`config.mk`:
```
export PLATFORM = sky130hd
export DESIGN_NAME = oam_dma_flat
export DESIGN_NICKNAME = d
export VERILOG_FILES = /design/src/rtl/ppu_pkg.sv /design/src/rtl/oam_dma_if.sv /design/src/rtl/oam_dma.sv /design/src/flat_wrapper.sv
export SDC_FILE = /design/constraint.sdc
export NUM_CORES = 1
export LEC_CHECK = 0
export ABC_AREA = 0
export BUFFER_PORTS_ARGS = -buffer_cell sky130_fd_sc_hd__buf_4
export CAP_MARGIN = 20
export CORE_AREA = 2 2 93 95
export CTS_BUF_LIST = sky130_fd_sc_hd__clkbuf_8 sky130_fd_sc_hd__clkbuf_16
export DETAILED_ROUTE_END_ITERATION = 10
export DIE_AREA = 0 0 95 97
export HOLD_SLACK_MARGIN = 0.05
export MAX_ROUTING_LAYER = met4
export PLACE_DENSITY_LB_ADDON = 0.3
export SLEW_MARGIN = 5
export SYNTH_ARGS = -nofsm -noshare
export SYNTH_HDL_FRONTEND = slang
export SYNTH_SLANG_ARGS = --single-unit
```
`constraint.sdc`:
```
create_clock -name clock -period 4 [get_ports clock]
set_clock_uncertainty 0.05 [all_clocks]
set_input_delay 0.4 -clock clock [delete_from_list [all_inputs] [get_ports clock]]
set_output_delay 0.4 -clock clock [all_outputs]
set_load 0.02 [all_outputs]
```
`src/rtl/ppu_pkg.sv`:
```
// Shared PPU-side types and constants used by the OAM DMA controller.
// Holds the DMA state encoding and the CPU register address that triggers a transfer.
// No logic here; imported by the DMA block.
package ppu_pkg;

    // DMA sequencing states; each state lasts one enabled CPU cycle
    typedef enum logic [2:0] {
        IDLE  = 3'd0,
        HALT  = 3'd1,
        ALIGN = 3'd2,
        READ  = 3'd3,
        WRITE = 3'd4
    } dma_state_t;

    // CPU write address that starts a transfer
    localparam logic [15:0] DMA_REG_ADDR = 16'h4014;

    // Bytes copied per transfer (one CPU page)
    localparam int OAM_DEPTH = 256;

endpackage

```
`src/rtl/oam_dma_if.sv`:
```
// Bundle of CPU-bus, CPU-halt and OAM-write signals around the OAM DMA controller.
// The slave modport is the DMA block; the master modport is the CPU/bus/OAM side.
// Pure wiring; no storage.
interface oam_dma_if;
    // CPU side
    logic        cpu_cycle_en;
    logic        cpu_wr_v;
    logic [15:0] cpu_addr;
    logic [7:0]  cpu_wdata;
    logic [7:0]  oam_base;
    logic        cpu_rdy;
    logic        dma_busy;
    // CPU bus read path
    logic        dma2bus_v;
    logic [15:0] dma2bus_addr;
    logic [7:0]  bus2dma_data;
    // OAM write path
    logic        dma2oam_we;
    logic [7:0]  dma2oam_addr;
    logic [7:0]  dma2oam_data;

    modport slave (
        input  cpu_cycle_en,
        input  cpu_wr_v,
        input  cpu_addr,
        input  cpu_wdata,
        input  oam_base,
        input  bus2dma_data,
        output cpu_rdy,
        output dma_busy,
        output dma2bus_v,
        output dma2bus_addr,
        output dma2oam_we,
        output dma2oam_addr,
        output dma2oam_data
    );

    modport master (
        output cpu_cycle_en,
        output cpu_wr_v,
        output cpu_addr,
        output cpu_wdata,
        output oam_base,
        output bus2dma_data,
        input  cpu_rdy,
        input  dma_busy,
        input  dma2bus_v,
        input  dma2bus_addr,
        input  dma2oam_we,
        input  dma2oam_addr,
        input  dma2oam_data
    );
endinterface

```
`src/rtl/oam_dma.sv`:
```
// OAM DMA ($4014): copies one CPU page into primary OAM while holding the CPU halted.
// Latency: 513 CPU cycles of stall from a get-cycle trigger, 514 from a put-cycle trigger.
// No backpressure: the bus read data is assumed valid in the READ cycle; the CPU waits on cpu_rdy.
module oam_dma #(
    parameter logic [15:0] DMA_REG_ADDR = ppu_pkg::DMA_REG_ADDR,
    parameter int          OAM_DEPTH    = ppu_pkg::OAM_DEPTH
) (
    input  logic       clock,
    input  logic       reset_n,
    oam_dma_if.slave   bus
);
    import ppu_pkg::*;

    localparam int CNT_W = $clog2(OAM_DEPTH);
    localparam logic [CNT_W-1:0] CNT_LAST = CNT_W'(OAM_DEPTH - 1);

    dma_state_t       state;
    logic [CNT_W-1:0] cnt;
    logic             parity;     // 0 = get cycle, 1 = put cycle
    logic [7:0]       page;
    logic [7:0]       base;
    logic [7:0]       byte_q;
    logic             rdy_q;
    logic             busy_q;

    logic             trigger;
    logic             bus_v;
    logic             oam_we;

    // Only a write to the DMA register while idle starts a transfer
    assign trigger = bus.cpu_wr_v && (bus.cpu_addr == DMA_REG_ADDR);

    // State, counter, parity and latches; everything advances only on a CPU-cycle enable
    always_ff @(posedge clock) begin
        if (!reset_n) begin
            state  <= IDLE;
            cnt    <= '0;
            parity <= 1'b0;
            page   <= 8'h00;
            base   <= 8'h00;
            byte_q <= 8'h00;
            rdy_q  <= 1'b1;
            busy_q <= 1'b0;
        end else if (bus.cpu_cycle_en) begin
            parity <= ~parity;
            case (state)
                IDLE: begin
                    if (trigger) begin
                        page   <= bus.cpu_wdata;
                        base   <= bus.oam_base;
                        state  <= HALT;
                        rdy_q  <= 1'b0;
                        busy_q <= 1'b1;
                    end
                end
                // A put cycle now means the next cycle is a get, so reading can start at once
                HALT: state <= parity ? READ : ALIGN;
                ALIGN: state <= READ;
                READ: begin
                    byte_q <= bus.bus2dma_data;
                    state  <= WRITE;
                end
                WRITE: begin
                    if (cnt == CNT_LAST) begin
                        cnt    <= '0;
                        state  <= IDLE;
                        rdy_q  <= 1'b1;
                        busy_q <= 1'b0;
                    end else begin
                        cnt   <= cnt + CNT_W'(1);
                        state <= READ;
                    end
                end
                default: begin
                    state  <= IDLE;
                    rdy_q  <= 1'b1;
                    busy_q <= 1'b0;
                end
            endcase
        end
    end

    // Strobes are qualified by the enable so each fires once per CPU cycle, not per PPU clock
    always_comb begin
        bus_v  = 1'b0;
        oam_we = 1'b0;
        if (bus.cpu_cycle_en) begin
            bus_v  = (state == READ);
            oam_we = (state == WRITE);
        end
    end

    assign bus.cpu_rdy      = rdy_q;
    assign bus.dma_busy     = busy_q;
    assign bus.dma2bus_v    = bus_v;
    assign bus.dma2bus_addr = {page, cnt};
    assign bus.dma2oam_we   = oam_we;
    // 8-bit add wraps past 255 so every OAM byte is hit once whatever the start address
    assign bus.dma2oam_addr = base + cnt;
    assign bus.dma2oam_data = byte_q;

endmodule

```
`src/flat_wrapper.sv`:
```
// flat-port wrapper written by rule: the top's interface ports become plain ports
module oam_dma_flat import ppu_pkg::*;
#(
    parameter logic [15:0] DMA_REG_ADDR = ppu_pkg::DMA_REG_ADDR,
    parameter int          OAM_DEPTH    = ppu_pkg::OAM_DEPTH
)
  (clock, reset_n, bus_cpu_cycle_en, bus_cpu_wr_v, bus_cpu_addr, bus_cpu_wdata, bus_oam_base, bus_bus2dma_data, bus_cpu_rdy, bus_dma_busy, bus_dma2bus_v, bus_dma2bus_addr, bus_dma2oam_we, bus_dma2oam_addr, bus_dma2oam_data);
  oam_dma_if bus_i ();
  input  logic clock;
  input  logic reset_n;
  input wire logic [$bits(bus_i.cpu_cycle_en)-1:0] bus_cpu_cycle_en;
  input wire logic [$bits(bus_i.cpu_wr_v)-1:0] bus_cpu_wr_v;
  input wire logic [$bits(bus_i.cpu_addr)-1:0] bus_cpu_addr;
  input wire logic [$bits(bus_i.cpu_wdata)-1:0] bus_cpu_wdata;
  input wire logic [$bits(bus_i.oam_base)-1:0] bus_oam_base;
  input wire logic [$bits(bus_i.bus2dma_data)-1:0] bus_bus2dma_data;
  output wire logic [$bits(bus_i.cpu_rdy)-1:0] bus_cpu_rdy;
  output wire logic [$bits(bus_i.dma_busy)-1:0] bus_dma_busy;
  output wire logic [$bits(bus_i.dma2bus_v)-1:0] bus_dma2bus_v;
  output wire logic [$bits(bus_i.dma2bus_addr)-1:0] bus_dma2bus_addr;
  output wire logic [$bits(bus_i.dma2oam_we)-1:0] bus_dma2oam_we;
  output wire logic [$bits(bus_i.dma2oam_addr)-1:0] bus_dma2oam_addr;
  output wire logic [$bits(bus_i.dma2oam_data)-1:0] bus_dma2oam_data;
  assign bus_i.cpu_cycle_en = bus_cpu_cycle_en;
  assign bus_i.cpu_wr_v = bus_cpu_wr_v;
  assign bus_i.cpu_addr = bus_cpu_addr;
  assign bus_i.cpu_wdata = bus_cpu_wdata;
  assign bus_i.oam_base = bus_oam_base;
  assign bus_i.bus2dma_data = bus_bus2dma_data;
  assign bus_cpu_rdy = bus_i.cpu_rdy;
  assign bus_dma_busy = bus_i.dma_busy;
  assign bus_dma2bus_v = bus_i.dma2bus_v;
  assign bus_dma2bus_addr = bus_i.dma2bus_addr;
  assign bus_dma2oam_we = bus_i.dma2oam_we;
  assign bus_dma2oam_addr = bus_i.dma2oam_addr;
  assign bus_dma2oam_data = bus_i.dma2oam_data;
  oam_dma #(.DMA_REG_ADDR(DMA_REG_ADDR), .OAM_DEPTH(OAM_DEPTH)) u_core (.clock(clock), .reset_n(reset_n), .bus(bus_i));
endmodule
```
Word level (Yosys, flattened, before mapping)
Index checks and enable logic that the tools add are counted.
- output and inout port bits: 36
- bits in registers: 38
- equality and inequality tests: 8
- $add $sub $neg: 2
- reduce and logical (&&, ||, !) cells: 8
- bitwise logic cells: 2
- mux-type cells: 13
- operator list (cell ; number):
    $eq A16 B15 Y1 const B ; 1
    $pmux W3 S5 ; 1
    $add A8 B1 Y8 const B ; 1
    $add A8 B8 Y8 ; 1
    $eq A8 B8 Y1 const B ; 1
    $mux W8 ; 1
    $mux W1 ; 7
    $eq A3 B2 Y1 const B ; 2
    $pmux W1 S3 ; 2
    $reduce_and A2 Y1 ; 3
    $ne A2 B1 Y1 const B ; 2
    $reduce_and A4 Y1 ; 1
    $eq A3 B1 Y1 const B ; 1
    $eq A3 B3 Y1 const B ; 1
    $logic_not A3 Y1 ; 1
    $mux W3 ; 1
    $reduce_and A3 Y1 ; 1
    $reduce_or A3 Y1 ; 1
    $mux W2 ; 1
    $not A1 Y1 ; 2
    $logic_and A1 B1 Y1 ; 1

Depth between registers and ports, before layout
- word-level depth: 4
- depth in mapped cells: 7

Worst setup path before layout
OpenSTA, ideal clock, no wires.
- path kind: reg-to-output
- start: register u_core.cnt[0]
- end: output bus_dma2oam_addr[4]
- setup slack: 1821 ps
- cell stages (with the launch flop): 8
- data arrival time: 1729 ps
- required time: 3550 ps
- cell sequence: dfxtp_1 ha_1 inv_1 fa_1 nor2b_1 o21a_1 nor3_1 nor2_1
- longest elaborated chain between the ends: 1
- ends and longest elaborated chain (what ; line ; source):
    start, declared ; oam_dma.sv:18 ; logic [CNT_W-1:0] cnt;
    start signal, assigned ; oam_dma.sv:70 ; cnt <= cnt + CNT_W'(1);
    $add A8 B8 Y8 ; oam_dma.sv:99 ; assign bus.dma2oam_addr = base + cnt;
    end, declared ; flat_wrapper.sv:22 ; output wire logic [$bits(bus_i.dma2oam_addr)-1:0] bus_dma2oam_addr;
Every way passes these cells.

Worst setup path in the final report
- start: register u_core.cnt[0]
- end: output bus_dma2oam_addr[6]
The elaborated chain is that of the path after synthesis.

==> summary.txt <==
Clock tree
  • CTS buffer count: 5
  • Clk slew on worst S/H paths: approximately 0.070 ns
  • Total clock sinks: 38
  • Later-pin clock latency in the skew report: around 0.29 ns
  • Hold Buf Count CTS: 0
  • CTS root buffer: clkbuf_8
  • CTS tree: done
  • Resize count post-CTS: 0
  • H-tree levels: 2
  • CTS Buffer Depth: 2
  • Setup bufs post-CTS: 0

Placement
  • Placer Congestion: between 0.6 and 0.7
  • Dpl cells: roughly 410
  • Placed wire-length estimate: between 4000 and 5000 um
  • Port bufs: ~80

Drt
  • DRT Pass-1 Iters: 4
  • DR DRC count: 0
  • DRT iter0 DRCs: 94
  • Vias per cell: 4.70
  • Wire length on met3: approximately 240 um
  • Routed wire length: 5580 um
  • Routed length on met2: roughly 2800 um
  • Vias: just under 2000
  • Highest routed metal layer: met4
  • Sum of routed wire segments on met1: roughly 2500 um
  • Avg WL per Cell: between 10 and 15 um
  • ANT nets after route: 0

Global route
  • All-Layer GR Usage: 0.128
  • Largest net degree at the start of global routing: 33
  • Initial antenna violation count: 0
  • Total grt overflow: 0
  • First-pass GRT wire length: roughly 9200 um
  • Number of global-route vias before repair: around 1800

Synth
  • Seq/Total Area, Yosys: 0.382
  • Mapped Avg Cell Area: around 8.5 sq um
  • Mapped Area: between 1500 and 2000 sq um
  • Mapped Cells: roughly 240
  • Mapped Nets: ~290
  • Async S/R FF share, synth: 0
  • Warnings from Yosys: 0
  • Post-synth EDFFs: 0
  • #FFs+latches synth: 38
  • Library cells used by synthesis: 50
  • Most used DFF post-synth: dfxtp_1

Power and ir drop
  • P_sw: 0.154 mW
  • VDD IR max: 0.000103 V
  • Leak: ~1.2 nW
  • Clk network pwr share: 0.385
  • Combinational power share: 0.076
  • Sw Share: 0.219
  • Total power: roughly 0.70 mW
  • Cell-internal power: between 0.5 and 0.6 mW
  • Power Dens Cells: 254 nW/um^2
  • Seq pwr share: 0.540

Timing
  • RSZ-0062 raised after global routing: false
  • Fmax: 394 MHz
  • Total Neg Setup Slack: 0 ns
  • Fin Hold WS: approximately 0.30 ns
  • Post-layout min period: approximately 2.5 ns
  • Slew @ Worst Pin: 0.666 ns
  • # setup viols final: 0
  • Final hold vios: 0
  • Slew headroom: 0.556
  • Final period utilization: 0.635
  • Slew Viols, Final: 0

Setup path
  • Critical path class: register to primary output
  • Worst R2R Start: u_core.state[2]$_SDFFE_PN0P_
  • Crit path max fanout: 6
  • Type of origin of the critical path: register
  • CP required: 3.55 ns
  • Crit path capture type: primary output
  • Crit. Startpoint: u_core.cnt[0]$_SDFFE_PN0P_
  • Worst Path Arrival: between 2 and 2.5 ns

Layout
  • Ant diodes: 0
  • Utilization after layout: 0.341
  • Final net count: between 300 and 400
  • Fill count: just under 900
  • Share of cells above drive strength 1: 0.304
  • P&R area growth vs syn: 39.3%
  • Non-filler instance count after layout: around 420

Run
  • Max cap viols: 0

Floorplanning
  • Die extent in y: 97 um
  • Placeable Area: slightly above 8000 sq um
  • # rows: 33
  • Die width: 95 um
  • IO Count: 80
  • Die ar.: around 9000 sq um
  • Starting Density: 0.245

Worst hold path
  • Hold/Removal Path Class: input pin to register
  • Hold path start: bus_bus2dma_data[6]

Outcome
  • Outcome: completed
## worst max-delay path: stages (launching register included)
cell and delay [ns]:
dfxtp_1 0.43, ha_1 0.21, inv_1 0.06, fa_1 0.40, nor2b_1 0.13, o21a_1 0.17
o21a_1 0.14, o211ai_1 0.10, buf_4 0.17
## kinds of logic after synthesis
group           Yosys count  share of synthesized area
compound gates           64                      0.190
xor+xnor                 13                     0.0572
fa+ha+maj                 9                     0.0603
buf+inv                  21                     0.0496
flops                    38                      0.382
mux                       1                    0.00503
simple gates             89                      0.255
## final cells by class
class                      instances  area [sq um]  area share
timing repair buffer              80           621       0.224
clock buffer                       6          82.6      0.0298
multi-input combinational        176          1130       0.408
tap                              105           131      0.0474
sequential                        38           761       0.274
inverter                          10          37.5      0.0135
clock inverter                     2          8.76     0.00316
## synthesized netlist by cell type (all sizes together) (2+ instances only)
library cell	count	area, sq um
nor4	3	25.0
inv	9	33.8
dfxtp	38	761
o21a	2	15.0
buf	5	38.8
or3	3	23.8
o211ai	2	15.0
nor2	16	60.1
nand4	3	18.8
nand2	26	97.6
nor3	3	15.0
clkbuf	6	22.5
xnor2	12	105
nand3	21	105
nor4b	2	38.8
nor2b	3	18.8
ha	8	100
a21oi	28	140
o21ai	20	100
## final timing paths
path	slack (ns)	depth (start not counted)	to
setup / recovery	1.46	8	bus_dma2oam_addr[6]
hold / removal	0.30	3	u_core.bus.dma2oam_data[6]$_SDFFE_PN0P_
setup reg to reg	2.09	4	u_core.bus.dma_busy$_SDFFE_PN0P_
hold reg to reg	0.41	2	u_core.bus.dma2oam_data[2]$_SDFFE_PN0P_
## cells in the final DEF, fill, tap and decap left out, types with 6 or more instances in the layout
cell	synthesis	final
inv_1	9	10
a21oi_1	28	28
nand3_1	21	21
dfxtp_1	38	38
o21ai_0	10	10
nand2_1	26	26
clkbuf_8	0	6
ha_1	8	8
nor2_1	16	16
o21ai_1	10	10
buf_4	3	79
xnor2_1	12	12
## per-layer routing
| layer | vias up | GRT usage |
|---|---|---|
| met1 | 923 | 0.164 |
| met2 | 44 | 0.207 |
| met5 | - | - |
| li1 | 987 | - |
| met4 | 0 | 0.0334 |
| met3 | 5 | 0.0249 |
## registers in the layout, summed over array words and instances, names as in the netlist
signal and count:
u_core.cnt 8, u_core.parity 1, u_core.bus.dma_busy 1, u_core.bus.cpu_rdy 1, u_core.page 8, u_core.base 8
u_core.state 3, u_core.bus.dma2oam_data 8
## stage by stage
step / setup slack (ns) / instance area, sq um
after floorplan: 1.82 / 1990
after global placement: 1.84 / 2650
after detailed placement: 1.78 / 2650
after CTS: 1.46 / 2750
after global routing: 1.31 / 2770
final: 1.46 / 2770
## power by group through the flow
stage | registers (mW) | logic, mW | clock network [mW]
6_report | 0.380 | 0.0531 | 0.271
3_5_place_dp | 0.389 | 0.0507 | 0
2_1_floorplan | 0.388 | 0.0116 | 0
3_3_place_gp | 0.389 | 0.0501 | 0
4_1_cts | 0.380 | 0.0508 | 0.283
5_1_grt | 0.380 | 0.0576 | 0.303
No activity file was read; power rests on OpenSTA's default activity.
